## config.mk

```make
export PLATFORM = sky130hd
export DESIGN_NAME = axi_arbiter
export DESIGN_NICKNAME = d
export VERILOG_FILES = /design/src/rtl/axi_arbiter_pkg.sv /design/src/rtl/axi_arbiter_rr_pick.sv /design/src/rtl/axi_arbiter.sv
export SDC_FILE = /design/constraint.sdc
export NUM_CORES = 1
export LEC_CHECK = 0
export CAP_MARGIN = 10
export CORE_AREA = 2 2 184 186
export CTS_CLUSTER_SIZE = 25
export DETAILED_ROUTE_END_ITERATION = 12
export DIE_AREA = 0 0 186 188
export GPL_ROUTABILITY_DRIVEN = 0
export PLACE_DENSITY = 0.38
export SYNTH_ARGS = -nofsm -noshare
export SYNTH_HDL_FRONTEND = slang
export SYNTH_SLANG_ARGS = --single-unit
```

## constraint.sdc

```tcl
create_clock -name i_clock -period 3 [get_ports i_clock]
set_input_delay 0.9 -clock i_clock [delete_from_list [all_inputs] [get_ports i_clock]]
set_output_delay 0.9 -clock i_clock [all_outputs]
set_load 0.05 [all_outputs]
```

## src/rtl/axi_arbiter_pkg.sv

```systemverilog
// Shared state encodings, grant identifiers and AXI protocol constants
// for the two-master (IFU/LSU) AXI arbiter.
package axi_arbiter_pkg;

  typedef enum logic [1:0] {
    ST_IDLE   = 2'd0,
    ST_RD_IFU = 2'd1,
    ST_RD_LSU = 2'd2,
    ST_WR_LSU = 2'd3
  } arbState_e;

  typedef enum logic {
    GRANT_IFU = 1'b0,
    GRANT_LSU = 1'b1
  } grant_e;

  localparam logic [1:0] BURST_FIXED = 2'b00;
  localparam logic [1:0] BURST_INCR  = 2'b01;
  localparam logic [1:0] BURST_WRAP  = 2'b10;

  localparam logic [1:0] RESP_OKAY   = 2'b00;
  localparam logic [1:0] RESP_EXOKAY = 2'b01;
  localparam logic [1:0] RESP_SLVERR = 2'b10;
  localparam logic [1:0] RESP_DECERR = 2'b11;

  function automatic grant_e otherGrant(input grant_e g);
    return (g == GRANT_IFU) ? GRANT_LSU : GRANT_IFU;
  endfunction

endpackage

```

## src/rtl/axi_arbiter_rr_pick.sv

```systemverilog
// Two-input read selector: round-robin (or fixed LSU priority) with a
// registered record of the master that won the most recent read grant.
module axi_rr_pick
  import axi_arbiter_pkg::*;
#(
  parameter bit RR_EN = 1'b1
) (
  input  logic   i_clock,
  input  logic   i_reset_n,
  input  logic   i_req_ifu,
  input  logic   i_req_lsu,
  input  logic   i_update,
  output grant_e o_grant
);

  grant_e lastGrant_q, lastGrant_d;

  always_comb begin
    o_grant = GRANT_IFU;
    if (i_req_ifu && i_req_lsu) begin
      o_grant = RR_EN ? otherGrant(lastGrant_q) : GRANT_LSU;
    end else if (i_req_lsu) begin
      o_grant = GRANT_LSU;
    end
  end

  always_comb begin
    lastGrant_d = lastGrant_q;
    if (i_update) begin
      lastGrant_d = o_grant;
    end
  end

  always_ff @(posedge i_clock or negedge i_reset_n) begin
    if (!i_reset_n) begin
      lastGrant_q <= GRANT_IFU;
    end else begin
      lastGrant_q <= lastGrant_d;
    end
  end

endmodule

```

## src/rtl/axi_arbiter.sv

```systemverilog
// Shares one AXI4 slave port between the IFU (read bursts) and the LSU
// (single-beat reads/writes); one transaction outstanding at a time.
module axi_arbiter
  import axi_arbiter_pkg::*;
#(
  parameter int ADDR_W = 32,
  parameter int DATA_W = 32,
  parameter int ID_W   = 4,
  parameter bit RR_EN  = 1'b1
) (
  input  logic                i_clock,
  input  logic                i_reset_n,
  // IFU read
  input  logic [ADDR_W-1:0]   i_ifu_araddr,
  input  logic                i_ifu_arvalid,
  input  logic [ID_W-1:0]     i_ifu_arid,
  input  logic [7:0]          i_ifu_arlen,
  input  logic [2:0]          i_ifu_arsize,
  input  logic [1:0]          i_ifu_arburst,
  output logic                o_ifu_arready,
  output logic [DATA_W-1:0]   o_ifu_rdata,
  output logic [1:0]          o_ifu_rresp,
  output logic                o_ifu_rvalid,
  output logic                o_ifu_rlast,
  output logic [ID_W-1:0]     o_ifu_rid,
  input  logic                i_ifu_rready,
  // LSU read
  input  logic [ADDR_W-1:0]   i_lsu_araddr,
  input  logic                i_lsu_arvalid,
  input  logic [ID_W-1:0]     i_lsu_arid,
  input  logic [7:0]          i_lsu_arlen,
  input  logic [2:0]          i_lsu_arsize,
  input  logic [1:0]          i_lsu_arburst,
  output logic                o_lsu_arready,
  output logic [DATA_W-1:0]   o_lsu_rdata,
  output logic [1:0]          o_lsu_rresp,
  output logic                o_lsu_rvalid,
  output logic                o_lsu_rlast,
  output logic [ID_W-1:0]     o_lsu_rid,
  input  logic                i_lsu_rready,
  // LSU write
  input  logic [ADDR_W-1:0]   i_lsu_awaddr,
  input  logic                i_lsu_awvalid,
  input  logic [ID_W-1:0]     i_lsu_awid,
  input  logic [7:0]          i_lsu_awlen,
  input  logic [2:0]          i_lsu_awsize,
  input  logic [1:0]          i_lsu_awburst,
  output logic                o_lsu_awready,
  input  logic [DATA_W-1:0]   i_lsu_wdata,
  input  logic [DATA_W/8-1:0] i_lsu_wstrb,
  input  logic                i_lsu_wvalid,
  input  logic                i_lsu_wlast,
  output logic                o_lsu_wready,
  output logic [1:0]          o_lsu_bresp,
  output logic                o_lsu_bvalid,
  output logic [ID_W-1:0]     o_lsu_bid,
  input  logic                i_lsu_bready,
  // Slave side
  output logic [ADDR_W-1:0]   o_axi_araddr,
  output logic                o_axi_arvalid,
  output logic [ID_W-1:0]     o_axi_arid,
  output logic [7:0]          o_axi_arlen,
  output logic [2:0]          o_axi_arsize,
  output logic [1:0]          o_axi_arburst,
  input  logic                i_axi_arready,
  input  logic [DATA_W-1:0]   i_axi_rdata,
  input  logic [1:0]          i_axi_rresp,
  input  logic                i_axi_rvalid,
  input  logic                i_axi_rlast,
  input  logic [ID_W-1:0]     i_axi_rid,
  output logic                o_axi_rready,
  output logic [ADDR_W-1:0]   o_axi_awaddr,
  output logic                o_axi_awvalid,
  output logic [ID_W-1:0]     o_axi_awid,
  output logic [7:0]          o_axi_awlen,
  output logic [2:0]          o_axi_awsize,
  output logic [1:0]          o_axi_awburst,
  input  logic                i_axi_awready,
  output logic [DATA_W-1:0]   o_axi_wdata,
  output logic [DATA_W/8-1:0] o_axi_wstrb,
  output logic                o_axi_wvalid,
  output logic                o_axi_wlast,
  input  logic                i_axi_wready,
  input  logic [1:0]          i_axi_bresp,
  input  logic                i_axi_bvalid,
  input  logic [ID_W-1:0]     i_axi_bid,
  output logic                o_axi_bready
);

  arbState_e state_q, state_d;
  logic      arSent_q, arSent_d;
  logic      awSent_q, awSent_d;
  logic      wSent_q, wSent_d;
  grant_e    pickGrant;
  logic      pickUpdate;
  logic      rdIsLsu;
  logic      arValidSel;
  logic      rReadySel;

  axi_rr_pick #(
    .RR_EN (RR_EN)
  ) uPick (
    .i_clock   (i_clock),
    .i_reset_n (i_reset_n),
    .i_req_ifu (i_ifu_arvalid),
    .i_req_lsu (i_lsu_arvalid),
    .i_update  (pickUpdate),
    .o_grant   (pickGrant)
  );

  assign rdIsLsu = (state_q == ST_RD_LSU);

  always_ff @(posedge i_clock or negedge i_reset_n) begin
    if (!i_reset_n) begin
      state_q  <= ST_IDLE;
      arSent_q <= 1'b0;
      awSent_q <= 1'b0;
      wSent_q  <= 1'b0;
    end else begin
      state_q  <= state_d;
      arSent_q <= arSent_d;
      awSent_q <= awSent_d;
      wSent_q  <= wSent_d;
    end
  end

  // Every output defaults to zero so IDLE and reset present a quiet bus;
  // each busy state only opens the channels owned by its master.
  always_comb begin
    state_d       = state_q;
    arSent_d      = arSent_q;
    awSent_d      = awSent_q;
    wSent_d       = wSent_q;
    pickUpdate    = 1'b0;
    arValidSel    = 1'b0;
    rReadySel     = 1'b0;

    o_ifu_arready = 1'b0;
    o_ifu_rdata   = '0;
    o_ifu_rresp   = '0;
    o_ifu_rvalid  = 1'b0;
    o_ifu_rlast   = 1'b0;
    o_ifu_rid     = '0;
    o_lsu_arready = 1'b0;
    o_lsu_rdata   = '0;
    o_lsu_rresp   = '0;
    o_lsu_rvalid  = 1'b0;
    o_lsu_rlast   = 1'b0;
    o_lsu_rid     = '0;
    o_lsu_awready = 1'b0;
    o_lsu_wready  = 1'b0;
    o_lsu_bresp   = '0;
    o_lsu_bvalid  = 1'b0;
    o_lsu_bid     = '0;
    o_axi_araddr  = '0;
    o_axi_arvalid = 1'b0;
    o_axi_arid    = '0;
    o_axi_arlen   = '0;
    o_axi_arsize  = '0;
    o_axi_arburst = '0;
    o_axi_rready  = 1'b0;
    o_axi_awaddr  = '0;
    o_axi_awvalid = 1'b0;
    o_axi_awid    = '0;
    o_axi_awlen   = '0;
    o_axi_awsize  = '0;
    o_axi_awburst = '0;
    o_axi_wdata   = '0;
    o_axi_wstrb   = '0;
    o_axi_wvalid  = 1'b0;
    o_axi_wlast   = 1'b0;
    o_axi_bready  = 1'b0;

    case (state_q)
      ST_IDLE: begin
        if (i_lsu_awvalid) begin
          state_d = ST_WR_LSU;
        end else if (i_ifu_arvalid || i_lsu_arvalid) begin
          pickUpdate = 1'b1;
          state_d    = (pickGrant == GRANT_LSU) ? ST_RD_LSU : ST_RD_IFU;
        end
      end

      ST_RD_IFU, ST_RD_LSU: begin
        arValidSel    = rdIsLsu ? i_lsu_arvalid : i_ifu_arvalid;
        rReadySel     = rdIsLsu ? i_lsu_rready  : i_ifu_rready;
        o_axi_araddr  = rdIsLsu ? i_lsu_araddr  : i_ifu_araddr;
        o_axi_arid    = rdIsLsu ? i_lsu_arid    : i_ifu_arid;
        o_axi_arlen   = rdIsLsu ? i_lsu_arlen   : i_ifu_arlen;
        o_axi_arsize  = rdIsLsu ? i_lsu_arsize  : i_ifu_arsize;
        o_axi_arburst = rdIsLsu ? i_lsu_arburst : i_ifu_arburst;
        o_axi_arvalid = arValidSel & ~arSent_q;
        o_axi_rready  = rReadySel;
        if (rdIsLsu) begin
          o_lsu_arready = i_axi_arready & ~arSent_q;
          o_lsu_rdata   = i_axi_rdata;
          o_lsu_rresp   = i_axi_rresp;
          o_lsu_rvalid  = i_axi_rvalid;
          o_lsu_rlast   = i_axi_rlast;
          o_lsu_rid     = i_axi_rid;
        end else begin
          o_ifu_arready = i_axi_arready & ~arSent_q;
          o_ifu_rdata   = i_axi_rdata;
          o_ifu_rresp   = i_axi_rresp;
          o_ifu_rvalid  = i_axi_rvalid;
          o_ifu_rlast   = i_axi_rlast;
          o_ifu_rid     = i_axi_rid;
        end
        if (arValidSel && i_axi_arready && !arSent_q) begin
          arSent_d = 1'b1;
        end
        if (i_axi_rvalid && rReadySel && i_axi_rlast) begin
          arSent_d = 1'b0;
          state_d  = ST_IDLE;
        end
      end

      // AW and W progress independently; each is masked once it has landed.
      ST_WR_LSU: begin
        o_axi_awaddr  = i_lsu_awaddr;
        o_axi_awid    = i_lsu_awid;
        o_axi_awlen   = i_lsu_awlen;
        o_axi_awsize  = i_lsu_awsize;
        o_axi_awburst = i_lsu_awburst;
        o_axi_awvalid = i_lsu_awvalid & ~awSent_q;
        o_lsu_awready = i_axi_awready & ~awSent_q;
        o_axi_wdata   = i_lsu_wdata;
        o_axi_wstrb   = i_lsu_wstrb;
        o_axi_wlast   = i_lsu_wlast;
        o_axi_wvalid  = i_lsu_wvalid & ~wSent_q;
        o_lsu_wready  = i_axi_wready & ~wSent_q;
        o_lsu_bresp   = i_axi_bresp;
        o_lsu_bid     = i_axi_bid;
        o_lsu_bvalid  = i_axi_bvalid;
        o_axi_bready  = i_lsu_bready;
        if (i_lsu_awvalid && i_axi_awready && !awSent_q) begin
          awSent_d = 1'b1;
        end
        if (i_lsu_wvalid && i_axi_wready && i_lsu_wlast && !wSent_q) begin
          wSent_d = 1'b1;
        end
        if (i_axi_bvalid && i_lsu_bready) begin
          awSent_d = 1'b0;
          wSent_d  = 1'b0;
          state_d  = ST_IDLE;
        end
      end

      default: state_d = ST_IDLE;
    endcase
  end

endmodule

```

==> results of run 1 <==
final timing paths:
path | from | endpoint | depth (start not counted)
max | i_lsu_arvalid | o_axi_arvalid | 5
min | uPick.lastGrant_q | uPick.lastGrant_q | 1
max reg2reg | state_q[0] | state_q[0] | 7
min reg2reg | uPick.lastGrant_q | uPick.lastGrant_q | 1
max in group asynchronous | i_reset_n | awSent_q | 1
min in group asynchronous | i_reset_n | arSent_q | 1
Yosys cell counts (2+ instances only):
master      n
and2_1    174
mux2i_1    52
clkbuf_1   23
and3b_1     5
a31oi_1     4
buf_4       7
inv_1       2
nor2b_1    51
a21oi_1     4
ha_1        5
nand2_1     7
nor2_1      3
dfrtp_1     6
final cells by class:
| class | count | area, um2 |
|---|---|---|
| clock buffers | 3 | 75.1 |
| fillers | 3388 | 22900 |
| inverters | 2 | 7.51 |
| multi-input cells | 312 | 2190 |
| flip-flops and latches | 6 | 150 |
| well taps | 448 | 561 |
| repair buffers | 487 | 7220 |
routing by layer:
layer	track usage (%)	routed length [um]	up-vias
li1	-	-	2024
met1	12.4	7830	1739
met2	20.6	11100	214
met3	2.91	1750	6
met4	1.18	113	0
met5	0	0	-
worst max-delay path: stages:
cell	delay [ns]
clkdlybuf4s50_1	0.49
mux2_2	0.23
nand2_1	0.08
nor2_2	0.15
buf_12	0.15
metrics by stage:
| step | instance area [um2] | hold slack, ns | std cells |
|---|---|---|---|
| 6_report | 10200 | 0.490 | 1258 |
| 5_1_grt | 10200 | 0.520 | 1258 |
| 4_1_cts | 10200 | 0.485 | 1257 |
| 3_5_place_dp | 10100 | 0.480 | 1254 |
| 3_3_place_gp | 10100 | 0.463 | 1254 |
| 2_1_floorplan | 2470 | 0.450 | 351 |
cell families (layout without fill, tap and decap cells):
logic type / after synthesis / after routing / synth area share (%)
flops: 6 / 6 / 6.07
compound gates: 12 / 12 / 2.83
buf+inv: 33 / 492 / 6.12
simple gates: 242 / 242 / 60.9
mux: 53 / 53 / 21.5
fa+ha+maj: 5 / 5 / 2.53
placed cells by master, fill, tap and decap left out:
cell and n:
nor2b_1 51, mux2i_1 52, a31oi_1 4, o21ai_1 1, clkbuf_16 4, dfrtp_1 6
inv_2 1, inv_1 1, nor2_2 1, and4b_1 1, ha_1 2, and2b_1 1
ha_4 1, and3b_1 5, mux2_2 1, a21oi_1 4, buf_12 233, ha_2 2
o21ai_0 1, and2_1 173, a21o_1 1, nand2_1 7, buf_16 1, clkdlybuf4s50_1 242
and2_2 1, a22oi_1 1, buf_4 9, nor2_1 2, buf_6 1
sequential cells by signal, summed over array words and instances, names as in the netlist:
register and flops:
state_q 2, awSent_q 1, wSent_q 1, uPick.lastGrant_q 1, arSent_q 1
report_power, final:
| group | switching, mW | total (mW) | internal, mW |
|---|---|---|---|
| Combinational | 5.85 | 10.8 | 4.97 |
| Clock | 0.0524 | 0.224 | 0.172 |
| Sequential | 0.0360 | 0.158 | 0.122 |
what timing repair did:
action / in CTS / in global routing
setup endpoints to repair: 0 / 9
resized for setup: 0 / 5
setup buffers: 0 / 0
==> results.py, run 1 <==
metrics = {
    "outcome": {
        "outcome": "finished, final reports clean",
    },
    "sta": {
        "fin_ws_ns": 0.0960,
        "fin_crit_ns": 2.90,
        "setup_viol": 0,
        "drv_slew": 0,
        "final.setup.tns_ns": 0,
        "max-slew-margin-rel_pct": 71.6,
        "period_share_pct": 96.8,
        "clock.fmax_mhz": 344,
        "finalHoldViolations": 0,
        "fin_skew_ns": 0.00264,
        "rsz0062_at_grt": "yes",
        "worstMarginPinSlew_ns": 0.424,
    },
    "global_route": {
        "grt_max_degree": 101,
        "overflow": 0,
        "grt_pass1_wl_um": 27900,
        "grt.total_usage_pct": 10.9,
        "antenna_found_initial": 0,
        "grt_pass1_vias": 4050,
    },
    "floorplanning": {
        "die_width_um": 186,
        "die-area_um2": 35000,
        "pin_count": 474,
        "start_util_pct": 7.47,
        "design.core.area_um2": 33100,
        "die_h_um": 188,
        "rows": 67,
    },
    "layout": {
        "antenna_cells": 0,
        "drive_gt1_share_pct": 31.5,
        "post-route-util_pct": 30.8,
        "area_growth_pct": 313,
        "finalNetCount": 1060,
    },
    "route": {
        "drt_iter0_markers": 78,
        "wl_per_cell_um": 16.5,
        "first_pass_iters": 4,
        "drtAntennaViolNets": 0,
        "post_drt_via_cell_ratio": 3.17,
        "vias": 3983,
        "postRouteWirelength_um": 20800,
        "drcViolationCount": 0,
    },
    "critical_path": {
        "cp.arrival_ns": 2.00,
        "cp-end-kind": "output pin",
        "crit_type": "in2out",
        "crit_fanout": 2,
        "r2r_slack_ns": 1.04,
        "critPathLaunchType": "primary input",
        "required_ns": 2.10,
    },
    "synth": {
        "synthArstFlopShare_pct": 100,
        "yosysWarnings": 0,
        "synth_area_leaders": "and2_1 (44%), mux2i_1 (21%), nor2b_1 (13%)",
        "ys_types": 21,
        "ys.flop_type": "dfrtp_1",
        "syn_inst": 351,
        "synthesis.nets": 599,
        "synth.yosys.seq_area_share_pct": 6.07,
        "synth_edf_count": 0,
        "synth_top_area_share_pct": 44.0,
        "syn_area_per_cell_um2": 7.04,
        "syn-cell-area_um2": 2470,
        "synth_seq_cells": 6,
        "yosys.area.top_type": "and2_1",
    },
    "place": {
        "place_ws_ns": 0.00726,
        "io_buffers": 473,
        "place.detailed.hpwl_um": 18100,
    },
    "clock_network": {
        "cts_sinks": 6,
        "ctsLongestPathBuffers": 2,
        "clockRootBuffer": "clkbuf_16",
        "h-tree-depth": 1,
        "cts_tree": "built",
        "cts_buffers": 3,
        "path_clk_slew_ns": 0.04,
        "clk_latency_ns": 0.23,
        "ctsHoldBuffers": 0,
    },
    "run": {
        "cap_violations": 0,
    },
    "pwr": {
        "p_leak_nw": 4.03,
        "total_power_mw": 11.2,
        "power_density_nw_per_um2": 1100,
        "vdd_drop_max_uv": 415,
    },
    "hold_path": {
        "hp-class": "reg2reg",
    },
}
(Power assumes the default switching activity.)
==> run 2, diff against run 1 <==
--- a/config.mk
+++ b/config.mk
@@ -7,10 +7,12 @@
 export LEC_CHECK = 0
 export CAP_MARGIN = 10
 export CORE_AREA = 2 2 184 186
+export CTS_CLUSTER_DIAMETER = 150
 export CTS_CLUSTER_SIZE = 25
 export DETAILED_ROUTE_END_ITERATION = 12
 export DIE_AREA = 0 0 186 188
 export GPL_ROUTABILITY_DRIVEN = 0
+export GPL_TIMING_DRIVEN = 0
 export PLACE_DENSITY = 0.38
 export SYNTH_ARGS = -nofsm -noshare
 export SYNTH_HDL_FRONTEND = slang
==> run 2 against run 1 <==
  * Clock skew fell by 0.0013 ns
  * Clock-buffer cell count did not move
  * Sequential share of layout area rose by 0.64 points
  * Critical path type unchanged
  * Non-clock buffer count rose by 17
  * Final cell count rose by 1.4%
  * Largest power group unchanged
==> results.py, run 2 (same netlist as run 1, synthesis figures left out) <==
metrics = {
    "route": {
        "vias": 4063,
        "drt_iter0_markers": 55,
        "postRouteWirelength_um": 20000,
        "drcViolationCount": 0,
        "wl_per_cell_um": 15.7,
        "first_pass_iters": 3,
        "post_drt_via_cell_ratio": 3.19,
        "drtAntennaViolNets": 0,
    },
    "sta": {
        "fin_skew_ns": 0.00138,
        "hold_slack_ns": 0.485,
        "rsz0062_at_grt": "no",
        "finalHoldViolations": 0,
        "max-slew-margin-rel_pct": 65.0,
        "setup_viol": 0,
        "clock.fmax_mhz": 336,
        "period_share_pct": 99.3,
        "drv_slew": 0,
        "fin_crit_ns": 2.98,
        "worstMarginPinSlew_ns": 0.527,
    },
    "critical_path": {
        "required_ns": 2.10,
        "crit_fanout": 2,
        "cp-endpoint": "o_axi_wvalid",
        "startpoint": "i_lsu_wvalid",
        "crit_slowest_cell": "clkdlybuf4s15_1",
        "path_cells": "clkdlybuf4s50_1, and3b_1, clkdlybuf4s15_1",
        "cpPeakStageDelay_ns": 0.52,
        "reg2reg_depth": 7,
        "critPathLaunchType": "primary input",
        "reg2reg_from": "state_q[0]",
        "reg2reg_to": "state_q[0]",
        "cp-end-kind": "output pin",
        "crit_type": "in2out",
        "r2r_slack_ns": 1.28,
        "cp.arrival_ns": 2.08,
    },
    "layout": {
        "fill_cells": 3780,
        "layout_commonest_cell": "clkdlybuf4s50_1",
        "stdcell_count": 1275,
        "final_area_um2": 7100,
        "drive_gt1_share_pct": 30.8,
        "post-route-util_pct": 21.4,
        "seqCellArea_um2": 150,
        "regMostFlops": "state_q",
        "antenna_cells": 0,
        "multi_input_area_um2": 2200,
        "largest_register_ff_count": 2,
        "area_growth_pct": 187,
        "finalNetCount": 1077,
        "layout_common_cells": "clkdlybuf4s50_1 (240), and2_1 (173), buf_2 (91)",
    },
    "global_route": {
        "grt_max_degree": 11,
        "grt.total_usage_pct": 10.7,
        "antenna_found_initial": 2,
        "overflow": 0,
        "grt_pass1_vias": 4262,
        "grt_pass1_wl_um": 27600,
    },
    "clock_network": {
        "cts_tree": "built",
        "cts_sinks": 6,
        "path_clk_slew_ns": 0.04,
        "cts_setup_buffers": 0,
        "h-tree-depth": 1,
        "cts_buffers": 3,
        "ctsHoldBuffers": 0,
        "clockRootBuffer": "clkbuf_16",
        "ctsLongestPathBuffers": 2,
        "clk_latency_ns": 0.23,
    },
    "pwr": {
        "vdd_drop_max_uv": 316,
        "p_leak_nw": 3.29,
        "power_density_nw_per_um2": 1110,
    },
    "floorplanning": {
        "die_width_um": 186,
        "die_h_um": 188,
        "pin_count": 474,
        "die-area_um2": 35000,
        "start_util_pct": 7.47,
        "rows": 67,
        "design.core.area_um2": 33100,
    },
    "place": {
        "place.detailed.hpwl_um": 17700,
        "place_inst": 1272,
        "io_buffers": 473,
        "placed_area_um2": 7770,
    },
    "hold_path": {
        "hp-class": "reg2reg",
    },
    "outcome": {
        "outcome": "finished, final reports clean",
    },
    "run": {
        "cap_violations": 0,
    },
}
[run 2: cell count changes in the layout (fill, tap and decap cells not counted), moves of 3 or more]
cell and delta:
clkbuf_2 +74, clkdlybuf4s15_2 +21, buf_12 -233, dlygate4sd2_1 +8
buf_6 +9, buf_4 +27, mux2i_1 -4, mux2i_2 +3
ha_1 +3, clkbuf_1 +5, clkdlybuf4s15_1 +7, buf_2 +91
clkbuf_4 +9
[run 2: area by class of cell]
class,count,area share (%)
Multi-Input combinational cell,312,31.0
Timing Repair Buffer,473,54.8
Inverter,2,0.106
Tap cell,448,7.89
Clock buffer,3,1.06
Sequential cell,6,2.11
Buffer,31,3.00
[run 2: critical path, delay by kind of cell]
| family | cells | cell delay, ns |
|---|---|---|
| and+or+nand+nor | 1 | 0.16 |
| buffers and inverters | 2 | 1.02 |
[run 2: worst min path at each step]
| stage | start | endpoint | slack (ns) | cells past startpoint |
|---|---|---|---|---|
| finish | uPick.lastGrant_q | uPick.lastGrant_q | 0.49 | 1 |
| global route | uPick.lastGrant_q | uPick.lastGrant_q | 0.51 | 1 |
| CTS | uPick.lastGrant_q | uPick.lastGrant_q | 0.48 | 1 |
| detailed placement | uPick.lastGrant_q | uPick.lastGrant_q | 0.48 | 1 |
| global placement | uPick.lastGrant_q | uPick.lastGrant_q | 0.47 | 1 |
| floorplan | uPick.lastGrant_q | uPick.lastGrant_q | 0.45 | 1 |
[run 2: routing by layer]
layer / global-route usage, % / share of wire [%] / up-vias
li1: - / - / 2059
met1: 12.1 / 39 / 1785
met2: 20.4 / 53 / 211
met3: 2.64 / 7.9 / 6
met4: 1.36 / 0.56 / 2
met5: 0 / 0.065 / -
[run 2: power breakdown]
group | internal [mW] | total (mW) | switching (mW)
logic | 2.22 | 7.50 | 5.28
clock network | 0.171 | 0.218 | 0.0469
registers | 0.122 | 0.151 | 0.0298
[run 2: what timing repair did]
item	in CTS	in global routing
gates cloned	0	0
resized for setup	780	253
endpoints found under the setup margin	231	185
[run 2: stage by stage]
stage                     setup TNS [ns]  total power, mW  setup WS (ns)
after global routing                   0             8.31        0.00115
after detailed placement          -83.42             8.28         -0.708
after global placement            -83.50             8.36         -0.697
final                                  0             7.87         0.0219
after floorplan                        0             5.36          0.285
after CTS                              0             8.13       0.000180
==> run 3, diff against run 2 <==
--- a/config.mk
+++ b/config.mk
@@ -6,14 +6,16 @@
 export NUM_CORES = 1
 export LEC_CHECK = 0
 export CAP_MARGIN = 10
-export CORE_AREA = 2 2 184 186
+export CELL_PAD_IN_SITES_DETAIL_PLACEMENT = 1
+export CELL_PAD_IN_SITES_GLOBAL_PLACEMENT = 1
+export CORE_AREA = 2 2 185 187
 export CTS_CLUSTER_DIAMETER = 150
 export CTS_CLUSTER_SIZE = 25
 export DETAILED_ROUTE_END_ITERATION = 12
-export DIE_AREA = 0 0 186 188
+export DIE_AREA = 0 0 187 189
 export GPL_ROUTABILITY_DRIVEN = 0
 export GPL_TIMING_DRIVEN = 0
-export PLACE_DENSITY = 0.38
+export PLACE_DENSITY = 0.6
 export SYNTH_ARGS = -nofsm -noshare
 export SYNTH_HDL_FRONTEND = slang
 export SYNTH_SLANG_ARGS = --single-unit
==> run 3 against run 2 <==
  * Clock power about the same
  * Sequential power up 5%
  * Combinational power is 3.3% higher
  * Largest cell class unchanged
  * Clock-buffer cell count stayed put
  * Fmax increased by 0.74%
  * Final cell count did not move
  * First-iteration DRC count increased by 49%
  * Critical path depth did not move
  * Worst setup slack gained 0.022 ns
==> results.py, run 3 (same netlist as run 1, synthesis figures left out) <==
metrics = {
    "route": {
        "postRouteWirelength_um": 20600,
        "post_drt_via_cell_ratio": 3.29,
        "drtAntennaViolNets": 0,
        "drcViolationCount": 0,
        "vias": 4192,
        "drt_iter0_markers": 82,
        "first_pass_iters": 4,
        "wl_per_cell_um": 16.1,
    },
    "global_route": {
        "met2_usage_pct": 20.2,
        "grt.total_usage_pct": 11.0,
        "top_usage_layer": "met2",
        "antenna_found_initial": 1,
        "gr-usage-met3_pct": 1.98,
        "overflow": 0,
        "grt_pass1_vias": 4604,
        "met1_usage_pct": 13.7,
        "grt_max_degree": 11,
        "grt_pass1_wl_um": 30100,
    },
    "clock_network": {
        "ctsLongestPathBuffers": 2,
        "h-tree-depth": 1,
        "cts_buffers": 3,
        "cts_tree": "built",
        "clockRootBuffer": "clkbuf_16",
        "path_clk_slew_ns": 0.04,
        "clk_latency_ns": 0.23,
        "cts_sinks": 6,
    },
    "sta": {
        "fin_ws_ns": 0.0436,
        "worstMarginPinSlew_ns": 0.509,
        "setup_viol": 0,
        "hold_slack_ns": 0.489,
        "fin_skew_ns": 0.000954,
        "drv_slew": 0,
        "clock.fmax_mhz": 338,
        "period_share_pct": 98.5,
        "finalHoldViolations": 0,
        "max-slew-margin-rel_pct": 66.2,
        "fin_crit_ns": 2.96,
        "final.setup.tns_ns": 0,
        "rsz0062_at_grt": "yes",
    },
    "layout": {
        "largest_register_ff_count": 2,
        "seqCellArea_um2": 150,
        "drive_gt1_share_pct": 29.4,
        "multi_input_area_um2": 2210,
        "area_growth_pct": 202,
        "antenna_cells": 0,
        "finalNetCount": 1077,
        "regMostFlops": "state_q",
        "fill_cells": 4021,
        "layout_common_cells": "clkdlybuf4s50_1 (241), and2_1 (172), clkdlybuf4s15_2 (62)",
        "layout_commonest_cell": "clkdlybuf4s50_1",
        "post-route-util_pct": 22.4,
    },
    "floorplanning": {
        "start_util_pct": 7.43,
        "die_width_um": 187,
        "die_h_um": 189,
        "rows": 67,
        "die-area_um2": 35300,
        "design.core.area_um2": 33300,
        "pin_count": 474,
    },
    "hold_path": {
        "hp-class": "reg2reg",
    },
    "pwr": {
        "power_density_nw_per_um2": 1090,
        "p_leak_nw": 3.24,
        "vdd_drop_max_uv": 366,
        "total_power_mw": 8.13,
    },
    "critical_path": {
        "critPathLaunchType": "primary input",
        "path_cells": "clkdlybuf4s50_1, and2_1, clkdlybuf4s15_1",
        "cp.arrival_ns": 2.06,
        "crit_type": "in2out",
        "crit_slowest_cell": "clkdlybuf4s15_1",
        "required_ns": 2.10,
        "crit_fanout": 2,
        "cp-end-kind": "output pin",
        "cpPeakStageDelay_ns": 0.52,
    },
    "place": {
        "place_ws_ns": -0.712,
        "place.detailed.hpwl_um": 18200,
        "io_buffers": 473,
    },
    "outcome": {
        "outcome": "finished, final reports clean",
    },
    "run": {
        "cap_violations": 0,
    },
}
run 3: metal layers:
metal | wire length [um] | up-vias | share of wire [%]
li1 | - | 2063 | -
met4 | 209 | 0 | 1.0
met3 | 1140 | 15 | 5.5
met2 | 10800 | 167 | 52
met5 | 0 | - | 0
met1 | 8460 | 1947 | 41
run 3: report_power, final:
part	total (mW)	internal, mW	switching [mW]
clock	0.220	0.171	0.0485
combinational	7.75	2.42	5.33
sequential	0.158	0.122	0.0366
total	8.13	2.71	5.42
run 3: cell type report:
type / instances / area share, %
repair buffers: 473 / 57.0
multi-input cells: 312 / 29.6
well taps: 448 / 7.51
plain buffers: 31 / 2.82
flip-flops and latches: 6 / 2.01
clock buffers: 3 / 1.01
inverters: 2 / 0.101
run 3: worst paths after layout:
| check | from | end | slack (ns) | cells past startpoint |
|---|---|---|---|---|
| worst max-delay path | i_lsu_wlast | o_axi_wlast | 0.04 | 3 |
| worst min-delay path | uPick.lastGrant_q | uPick.lastGrant_q | 0.49 | 1 |
| worst max register to register | state_q[0] | state_q[1] | 1.20 | 7 |
| worst min register to register | uPick.lastGrant_q | uPick.lastGrant_q | 0.49 | 1 |
| max in group asynchronous | i_reset_n | arSent_q | 1.81 | 1 |
| min in group asynchronous | i_reset_n | awSent_q | 0.94 | 1 |
run 3: worst max-delay path: cells and delay by family:
kind | cells | cell delay [ns]
simple gates | 1 | 0.16
buf+inv | 2 | 1.00
run 3: repair_timing:
| action | CTS | global route |
|---|---|---|
| hold buffers | 0 | 0 |
| gates resized for setup | 819 | 152 |
| endpoints found under the setup margin | 231 | 180 |
| setup buffers | 0 | 0 |
run 3: through the flow:
step                      cell area (um2)  cells
final                                7470   1275
after global placement               7770   1272
after CTS                            7600   1275
after global routing                 7470   1275
after detailed placement             7770   1272
after floorplan                      2470    351
